--- src/rtl/multicycle_control_unit.sv ---
// Multi-cycle MIPS control FSM with bounded memory-ready wait and illegal-opcode trap.
// Optional `define CTRL_JUMP_EN adds the J (000010) instruction via state JUMP.
module multicycle_control_unit #(
  parameter int unsigned ALUC_W       = 4,
  parameter int unsigned MEM_WAIT_MAX = 16,
  parameter int unsigned CNT_W        = 5
) (
  input  logic              clk,
  input  logic              reset,
  input  logic [5:0]        opCode,
  input  logic [5:0]        func,
  input  logic              mem_ready,
  output logic              PCWrite,
  output logic              PCWriteCond,
  output logic              IorD,
  output logic              MemRead,
  output logic              MemWrite,
  output logic              IRWrite,
  output logic              MemtoReg,
  output logic              RegDest,
  output logic              RegWrite,
  output logic              ALUSrcA,
  output logic [1:0]        ALUSrcB,
  output logic [1:0]        PCSource,
  output logic              imm_zext,
  output logic              mem_half,
  output logic [ALUC_W-1:0] aluc,
  output logic              illegal,
  output logic              timeout,
  output logic [3:0]        state
);

  localparam logic [3:0] S_IDLE     = 4'd0;
  localparam logic [3:0] S_FETCH    = 4'd1;
  localparam logic [3:0] S_DECODE   = 4'd2;
  localparam logic [3:0] S_MEM_ADDR = 4'd3;
  localparam logic [3:0] S_MEM_RD   = 4'd4;
  localparam logic [3:0] S_MEM_WB   = 4'd5;
  localparam logic [3:0] S_MEM_WR   = 4'd6;
  localparam logic [3:0] S_R_EXEC   = 4'd7;
  localparam logic [3:0] S_R_WB     = 4'd8;
  localparam logic [3:0] S_BRANCH   = 4'd9;
  localparam logic [3:0] S_I_EXEC   = 4'd10;
  localparam logic [3:0] S_I_WB     = 4'd11;
`ifdef CTRL_JUMP_EN
  localparam logic [3:0] S_JUMP     = 4'd12;
  localparam logic [5:0] OP_J       = 6'b000010;
`endif
  localparam logic [3:0] S_TRAP     = 4'd15;

  localparam logic [5:0] OP_RTYPE = 6'b000000;
  localparam logic [5:0] OP_LW    = 6'b100011;
  localparam logic [5:0] OP_LH    = 6'b100001;
  localparam logic [5:0] OP_SW    = 6'b101011;
  localparam logic [5:0] OP_BEQ   = 6'b000100;
  localparam logic [5:0] OP_ADDI  = 6'b001000;
  localparam logic [5:0] OP_ANDI  = 6'b001100;
  localparam logic [5:0] OP_ORI   = 6'b001101;

  localparam logic [5:0] FN_ADD = 6'b100000;
  localparam logic [5:0] FN_SUB = 6'b100010;
  localparam logic [5:0] FN_SLL = 6'b000000;
  localparam logic [5:0] FN_SRL = 6'b000010;
  localparam logic [5:0] FN_AND = 6'b100100;
  localparam logic [5:0] FN_OR  = 6'b100101;
  localparam logic [5:0] FN_SLT = 6'b101010;

  localparam logic [3:0] ALU_AND = 4'b0000;
  localparam logic [3:0] ALU_OR  = 4'b0001;
  localparam logic [3:0] ALU_ADD = 4'b0010;
  localparam logic [3:0] ALU_SUB = 4'b0110;
  localparam logic [3:0] ALU_SLT = 4'b0111;
  localparam logic [3:0] ALU_SLL = 4'b1000;
  localparam logic [3:0] ALU_SRL = 4'b1001;

  logic [3:0]       r_state;
  logic [3:0]       w_state_next;
  logic [CNT_W-1:0] r_cnt;
  logic [CNT_W-1:0] w_cnt_next;
  logic             w_wait_state;
  logic             w_timeout_hit;
  logic             w_r_legal;
  logic [3:0]       w_r_aluc;
  logic [3:0]       w_i_aluc;
  logic             w_i_zext;
  logic             w_is_lh;

  assign w_wait_state = (r_state == S_FETCH) || (r_state == S_MEM_RD) || (r_state == S_MEM_WR);
  assign w_is_lh      = (opCode == OP_LH);

  generate
    if (MEM_WAIT_MAX != 0) begin : g_timeout
      assign w_timeout_hit = w_wait_state && !mem_ready &&
                             (r_cnt == CNT_W'(MEM_WAIT_MAX - 1));
    end else begin : g_no_timeout
      assign w_timeout_hit = 1'b0;
    end
  endgenerate

  always_comb begin
    w_r_legal = 1'b1;
    w_r_aluc  = ALU_ADD;
    case (func)
      FN_ADD:  w_r_aluc = ALU_ADD;
      FN_SUB:  w_r_aluc = ALU_SUB;
      FN_SLL:  w_r_aluc = ALU_SLL;
      FN_SRL:  w_r_aluc = ALU_SRL;
      FN_AND:  w_r_aluc = ALU_AND;
      FN_OR:   w_r_aluc = ALU_OR;
      FN_SLT:  w_r_aluc = ALU_SLT;
      default: w_r_legal = 1'b0;
    endcase
  end

  always_comb begin
    w_i_aluc = ALU_ADD;
    w_i_zext = 1'b0;
    case (opCode)
      OP_ANDI: begin w_i_aluc = ALU_AND; w_i_zext = 1'b1; end
      OP_ORI:  begin w_i_aluc = ALU_OR;  w_i_zext = 1'b1; end
      default: w_i_aluc = ALU_ADD;
    endcase
  end

  always_comb begin
    w_state_next = r_state;
    case (r_state)
      S_IDLE:  w_state_next = S_FETCH;
      S_FETCH: if (mem_ready) w_state_next = S_DECODE;
      S_DECODE: begin
        case (opCode)
          OP_RTYPE:               w_state_next = w_r_legal ? S_R_EXEC : S_TRAP;
          OP_LW, OP_LH, OP_SW:    w_state_next = S_MEM_ADDR;
          OP_BEQ:                 w_state_next = S_BRANCH;
          OP_ADDI, OP_ANDI, OP_ORI: w_state_next = S_I_EXEC;
`ifdef CTRL_JUMP_EN
          OP_J:                   w_state_next = S_JUMP;
`endif
          default:                w_state_next = S_TRAP;
        endcase
      end
      S_MEM_ADDR: w_state_next = (opCode == OP_SW) ? S_MEM_WR : S_MEM_RD;
      S_MEM_RD:   if (mem_ready) w_state_next = S_MEM_WB;
      S_MEM_WB:   w_state_next = S_FETCH;
      S_MEM_WR:   if (mem_ready) w_state_next = S_FETCH;
      S_R_EXEC:   w_state_next = S_R_WB;
      S_R_WB:     w_state_next = S_FETCH;
      S_BRANCH:   w_state_next = S_FETCH;
      S_I_EXEC:   w_state_next = S_I_WB;
      S_I_WB:     w_state_next = S_FETCH;
`ifdef CTRL_JUMP_EN
      S_JUMP:     w_state_next = S_FETCH;
`endif
      S_TRAP:     w_state_next = S_TRAP;
      default:    w_state_next = S_TRAP;
    endcase
    if (w_timeout_hit) w_state_next = S_TRAP;
  end

  // In TRAP a nonzero count marks a timeout trap; decode traps enter with count 0.
  always_comb begin
    w_cnt_next = '0;
    if (r_state == S_TRAP) begin
      w_cnt_next = r_cnt;
    end else if (w_timeout_hit) begin
      w_cnt_next = r_cnt + CNT_W'(1);
    end else if (w_wait_state && (w_state_next == r_state)) begin
      w_cnt_next = r_cnt + CNT_W'(1);
    end
  end

  always_ff @(posedge clk or posedge reset) begin
    if (reset) begin
      r_state <= S_IDLE;
      r_cnt   <= '0;
    end else begin
      r_state <= w_state_next;
      r_cnt   <= w_cnt_next;
    end
  end

  always_comb begin
    PCWrite     = 1'b0;
    PCWriteCond = 1'b0;
    IorD        = 1'b0;
    MemRead     = 1'b0;
    MemWrite    = 1'b0;
    IRWrite     = 1'b0;
    MemtoReg    = 1'b0;
    RegDest     = 1'b0;
    RegWrite    = 1'b0;
    ALUSrcA     = 1'b0;
    ALUSrcB     = 2'b00;
    PCSource    = 2'b00;
    imm_zext    = 1'b0;
    mem_half    = 1'b0;
    aluc        = '0;
    illegal     = 1'b0;
    timeout     = 1'b0;
    case (r_state)
      S_FETCH: begin
        MemRead = 1'b1;
        ALUSrcB = 2'b01;
        aluc    = ALUC_W'(ALU_ADD);
        IRWrite = mem_ready;
        PCWrite = mem_ready;
      end
      S_DECODE: begin
        ALUSrcB = 2'b11;
        aluc    = ALUC_W'(ALU_ADD);
      end
      S_MEM_ADDR: begin
        ALUSrcA = 1'b1;
        ALUSrcB = 2'b10;
        aluc    = ALUC_W'(ALU_ADD);
      end
      S_MEM_RD: begin
        MemRead  = 1'b1;
        IorD     = 1'b1;
        mem_half = w_is_lh;
      end
      S_MEM_WB: begin
        RegWrite = 1'b1;
        MemtoReg = 1'b1;
        mem_half = w_is_lh;
      end
      S_MEM_WR: begin
        MemWrite = 1'b1;
        IorD     = 1'b1;
      end
      S_R_EXEC: begin
        ALUSrcA = 1'b1;
        aluc    = ALUC_W'(w_r_aluc);
      end
      S_R_WB: begin
        RegDest  = 1'b1;
        RegWrite = 1'b1;
        aluc     = ALUC_W'(w_r_aluc);
      end
      S_BRANCH: begin
        ALUSrcA     = 1'b1;
        aluc        = ALUC_W'(ALU_SUB);
        PCWriteCond = 1'b1;
        PCSource    = 2'b01;
      end
      S_I_EXEC: begin
        ALUSrcA  = 1'b1;
        ALUSrcB  = 2'b10;
        aluc     = ALUC_W'(w_i_aluc);
        imm_zext = w_i_zext;
      end
      S_I_WB: begin
        RegWrite = 1'b1;
        aluc     = ALUC_W'(w_i_aluc);
        imm_zext = w_i_zext;
      end
`ifdef CTRL_JUMP_EN
      S_JUMP: begin
        PCWrite  = 1'b1;
        PCSource = 2'b10;
      end
`endif
      S_TRAP: begin
        illegal = (r_cnt == '0);
        timeout = (r_cnt != '0);
      end
      default: ;
    endcase
  end

  assign state = r_state;

endmodule

--- config.mk ---
export PLATFORM = sky130hd
export DESIGN_NAME = multicycle_control_unit
export DESIGN_NICKNAME = d
export VERILOG_FILES = /design/src/rtl/multicycle_control_unit.sv
export SDC_FILE = /design/constraint.sdc
export NUM_CORES = 1
export LEC_CHECK = 0
export CELL_PAD_IN_SITES_DETAIL_PLACEMENT = 0
export CELL_PAD_IN_SITES_GLOBAL_PLACEMENT = 1
export CORE_MARGIN = 1.5
export CORE_UTILIZATION = 30
export CTS_CLUSTER_SIZE = 25
export DETAILED_ROUTE_END_ITERATION = 7
export PLACE_DENSITY_LB_ADDON = 0.1
export SLEW_MARGIN = 20
export SYNTH_ARGS = -nofsm -noshare
export SYNTH_HDL_FRONTEND = slang
export SYNTH_SLANG_ARGS = --single-unit
export TNS_END_PERCENT = 5
--- constraint.sdc ---
create_clock -name clk -period 2.7 [get_ports clk]
set_input_delay 0.405 -clock clk [delete_from_list [all_inputs] [get_ports clk]]
set_output_delay 0.405 -clock clk [all_outputs]
set_load 0.05 [all_outputs]
==> results of run 1 <==
## final timing paths
path / start / endpoint
max reg2reg: r_cnt[0] / state[1]
min in group clk: r_cnt[0] / r_cnt[0]
max: state[2] / aluc[1]
min reg2reg: r_cnt[0] / r_cnt[0]
max in group asynchronous: reset / r_cnt[3]
min: reset / state[0]
## stage by stage
stage | setup WS (ns) | hold WS (ns) | utilization | power (mW) | cells
finish | 0.102 | 0.413 | 0.483 | 1.61 | 236
detailed placement | 0.0577 | 0.549 | 0.474 | 1.51 | 232
global placement | 0.109 | 0.530 | 0.474 | 1.50 | 232
CTS | 0.0507 | 0.420 | 0.482 | 1.62 | 236
global route | 0.0181 | 0.443 | 0.483 | 1.71 | 236
floorplan | -0.210 | 0.233 | - | 1.14 | 149
## placed cells by master, fill, tap and decap left out, drive strengths merged, types with 2 or more instances in the layout
cell and count:
a211oi 2, inv 7, a21o 2, nor3b 2, nand3 3, a221oi 2
ha 3, nor4 3, o21ai 8, or3 2, or4 2, and3 3
nor4b 3, a31oi 2, a21oi 7, nand2 12, nor3 4, a211o 2
nand4 2, o22ai 3, clkdlybuf4s50 23, buf 26, nand2b 13, dfrtp 9
nor2 15, clkbuf 4, or3b 3, nor2b 6, a32oi 3, o31ai 3
## cell families (layout without fill, tap and decap cells)
logic type	count (synthesis)	count (layout)
other	1	1
AO/OA/AOI/OAI	38	38
adder cells (fa/ha/maj)	3	3
XOR/XNOR	1	1
AND/OR/NAND/NOR	78	78
buffers and inverters	19	60
flip-flops	9	9
## area by class of cell
type,instances,area share
multi-input combinational,121,0.497
timing repair buffer,49,0.298
sequential,9,0.138
tap,46,0.0351
clock buffer,4,0.0160
inverter,7,0.0160
## synthesized netlist by cell type, types with 3 or more instances
| cell | number | share of area |
|---|---|---|
| a21oi_1 | 7 | 0.033 |
| a32oi_1 | 3 | 0.024 |
| and3_1 | 3 | 0.017 |
| buf_4 | 4 | 0.028 |
| clkbuf_1 | 6 | 0.021 |
| dfrtp_1 | 9 | 0.21 |
| ha_1 | 3 | 0.035 |
| inv_1 | 7 | 0.024 |
| nand2_1 | 12 | 0.042 |
| nand2b_1 | 13 | 0.076 |
| nand3_1 | 3 | 0.014 |
| nor2_1 | 15 | 0.052 |
| nor2b_1 | 6 | 0.035 |
| nor3_1 | 4 | 0.019 |
| nor4_1 | 3 | 0.017 |
| o21ai_0 | 8 | 0.037 |
| o22ai_1 | 3 | 0.017 |
| o31ai_1 | 3 | 0.021 |
## worst max-delay path, cell delays in order, from the launching register on
cell and delay, ns:
dfrtp_1 0.50, nor2b_1 0.20, a31oi_1 0.52, o31ai_4 0.12
or3_4 0.38, buf_4 0.19
## state kept, by name, summed over array words and instances (netlist names)
register  flops
r_cnt         5
state         4
## routing by layer
layer | up-vias | wire length, um | share of wire | GRT usage
met5 | - | 0 | 0 | 0
met4 | 0 | 25 | 0.0079 | 0.0583
met3 | 2 | 113 | 0.036 | 0.0270
met2 | 33 | 1550 | 0.49 | 0.294
met1 | 584 | 1490 | 0.47 | 0.205
li1 | 627 | - | - | -
## power breakdown
group | total, mW | internal, mW | switching [mW]
Combinational | 1.27 | 0.447 | 0.822
Clock | 0.107 | 0.0570 | 0.0502
Sequential | 0.234 | 0.171 | 0.0635
Total | 1.61 | 0.675 | 0.935
## what timing repair did
item	in CTS	in global routing
setup buffers	0	0
endpoints found under the setup margin	0	1
gates resized for setup	0	1
==> out/qor.txt, run 1 <==
RD Place Congestion - 0.829
Final WL - 3180 um
Die Y-Extent - 62.9 um
H-tree Lvls - 1
# IOs - 41
FF-to-FF path depth - 7
Pin count of the biggest net entering global routing - 16
Seq. cell area - 225 sq um
Iteration-0 DRC Markers - 65
P_leak - 0.659 nW
Min Clock Period, post-route - 2.60 ns
Skew final - 0.00329 ns
Final antenna-violating net count - 0
Ys flop type - dfrtp_1
Max clock buf depth - 2
TritonCTS clock tree - done
Area of the multi-input gates - 815 sq um
Num rows - 21
Adder-cell share of the synthesized area - 0.0349
Fmax - 385 MHz
Syn_area_per_cell - 7.21 sq um
Core region area - 3390 sq um
Setup_tns - 0 ns
Worst Path Arrival - 2.19 ns
Max cap viols - 0
Final-report setup violation count - 0
Fin crit share - 0.962
Status - finished clean
Hold Vio Cnt, Final - 0
Asr flop ratio synth - 1.00
First-pass GRT wire length - 5390 um
Die Area - 3950 sq um
Number of global-route vias before repair - 1215
EDFF count, synth - 0
Sequential area share after synthesis - 0.210
Worst slew pin tran - 0.659 ns
DP Area - 1610 sq um
Simple-Gate Fraction of Synth Area - 0.419
Unrepaired setup endpoints after global routing - no
Via-to-Cell Ratio - 5.28
P per Cell Area - 983 nW/um^2
Area Growth Syn to Fin - 52.4%
Dpl hpwl - 2550 um
TritonCTS Buffers - 3
Crit path required time - 2.30 ns
YS warnings - 0
Filler Cell Count - 360
1st-pass router iterations - 4
CTS root buf - clkbuf_4
Initial core utilization - 0.317
CP Max Fanout - 11
Drt wl/cell - 13.5 um
Area share of xor/xnor cells in the synthesized design - 0.00815
Count of input and output buffers - 39
Post-Synthesis Cells - 149
Initial antenna violation count - 0
Reg clk slew, reported paths - 0.07 ns
Die X-Extent - 62.9 um
Total vias in the final route - 1246
Post-synth cell types - 44
GRT Total Usage - 0.167
Global route total overflow - 0
#FFs+latches synth - 9
Antenna cells - 0
Combinational family with the most area after synthesis - simple AND/OR/NAND/NOR gates
FF-to-FF setup slack - 0.64 ns
DRC - 0
Design Area, Final - 1640 sq um
Worst min-delay path class - in2async
Syn Nets - 167
Synthesized cell area - 1070 sq um
Mux cell area share after synthesis - 0
CP Class - reg2out
Worst Setup Start Kind - flip-flop
Layout cells sized above 1 - 0.211
CTS sink cnt - 9
Worst VDD drop - 0.000439 V
Critical path endpoint category - output port
Nets - 209
Clk_lat worst skew - 0.26 ns
# hold bufs at CTS - 0
Max_slew headroom - 0.559
Synth Area in Compound Gates - 0.236
Pins Over Slew Limit - 0
Note: power is estimated with default switching activity, not from simulation.
==> inputs of run 2 (changes only) <==
--- a/config.mk
+++ b/config.mk
@@ -9,7 +9,6 @@
 export CELL_PAD_IN_SITES_GLOBAL_PLACEMENT = 1
 export CORE_MARGIN = 1.5
 export CORE_UTILIZATION = 30
-export CTS_CLUSTER_SIZE = 25
 export DETAILED_ROUTE_END_ITERATION = 7
 export PLACE_DENSITY_LB_ADDON = 0.1
 export SLEW_MARGIN = 20
==> results of run 2 <==
Final layout, timing and power as in run 1 (identical DEF).
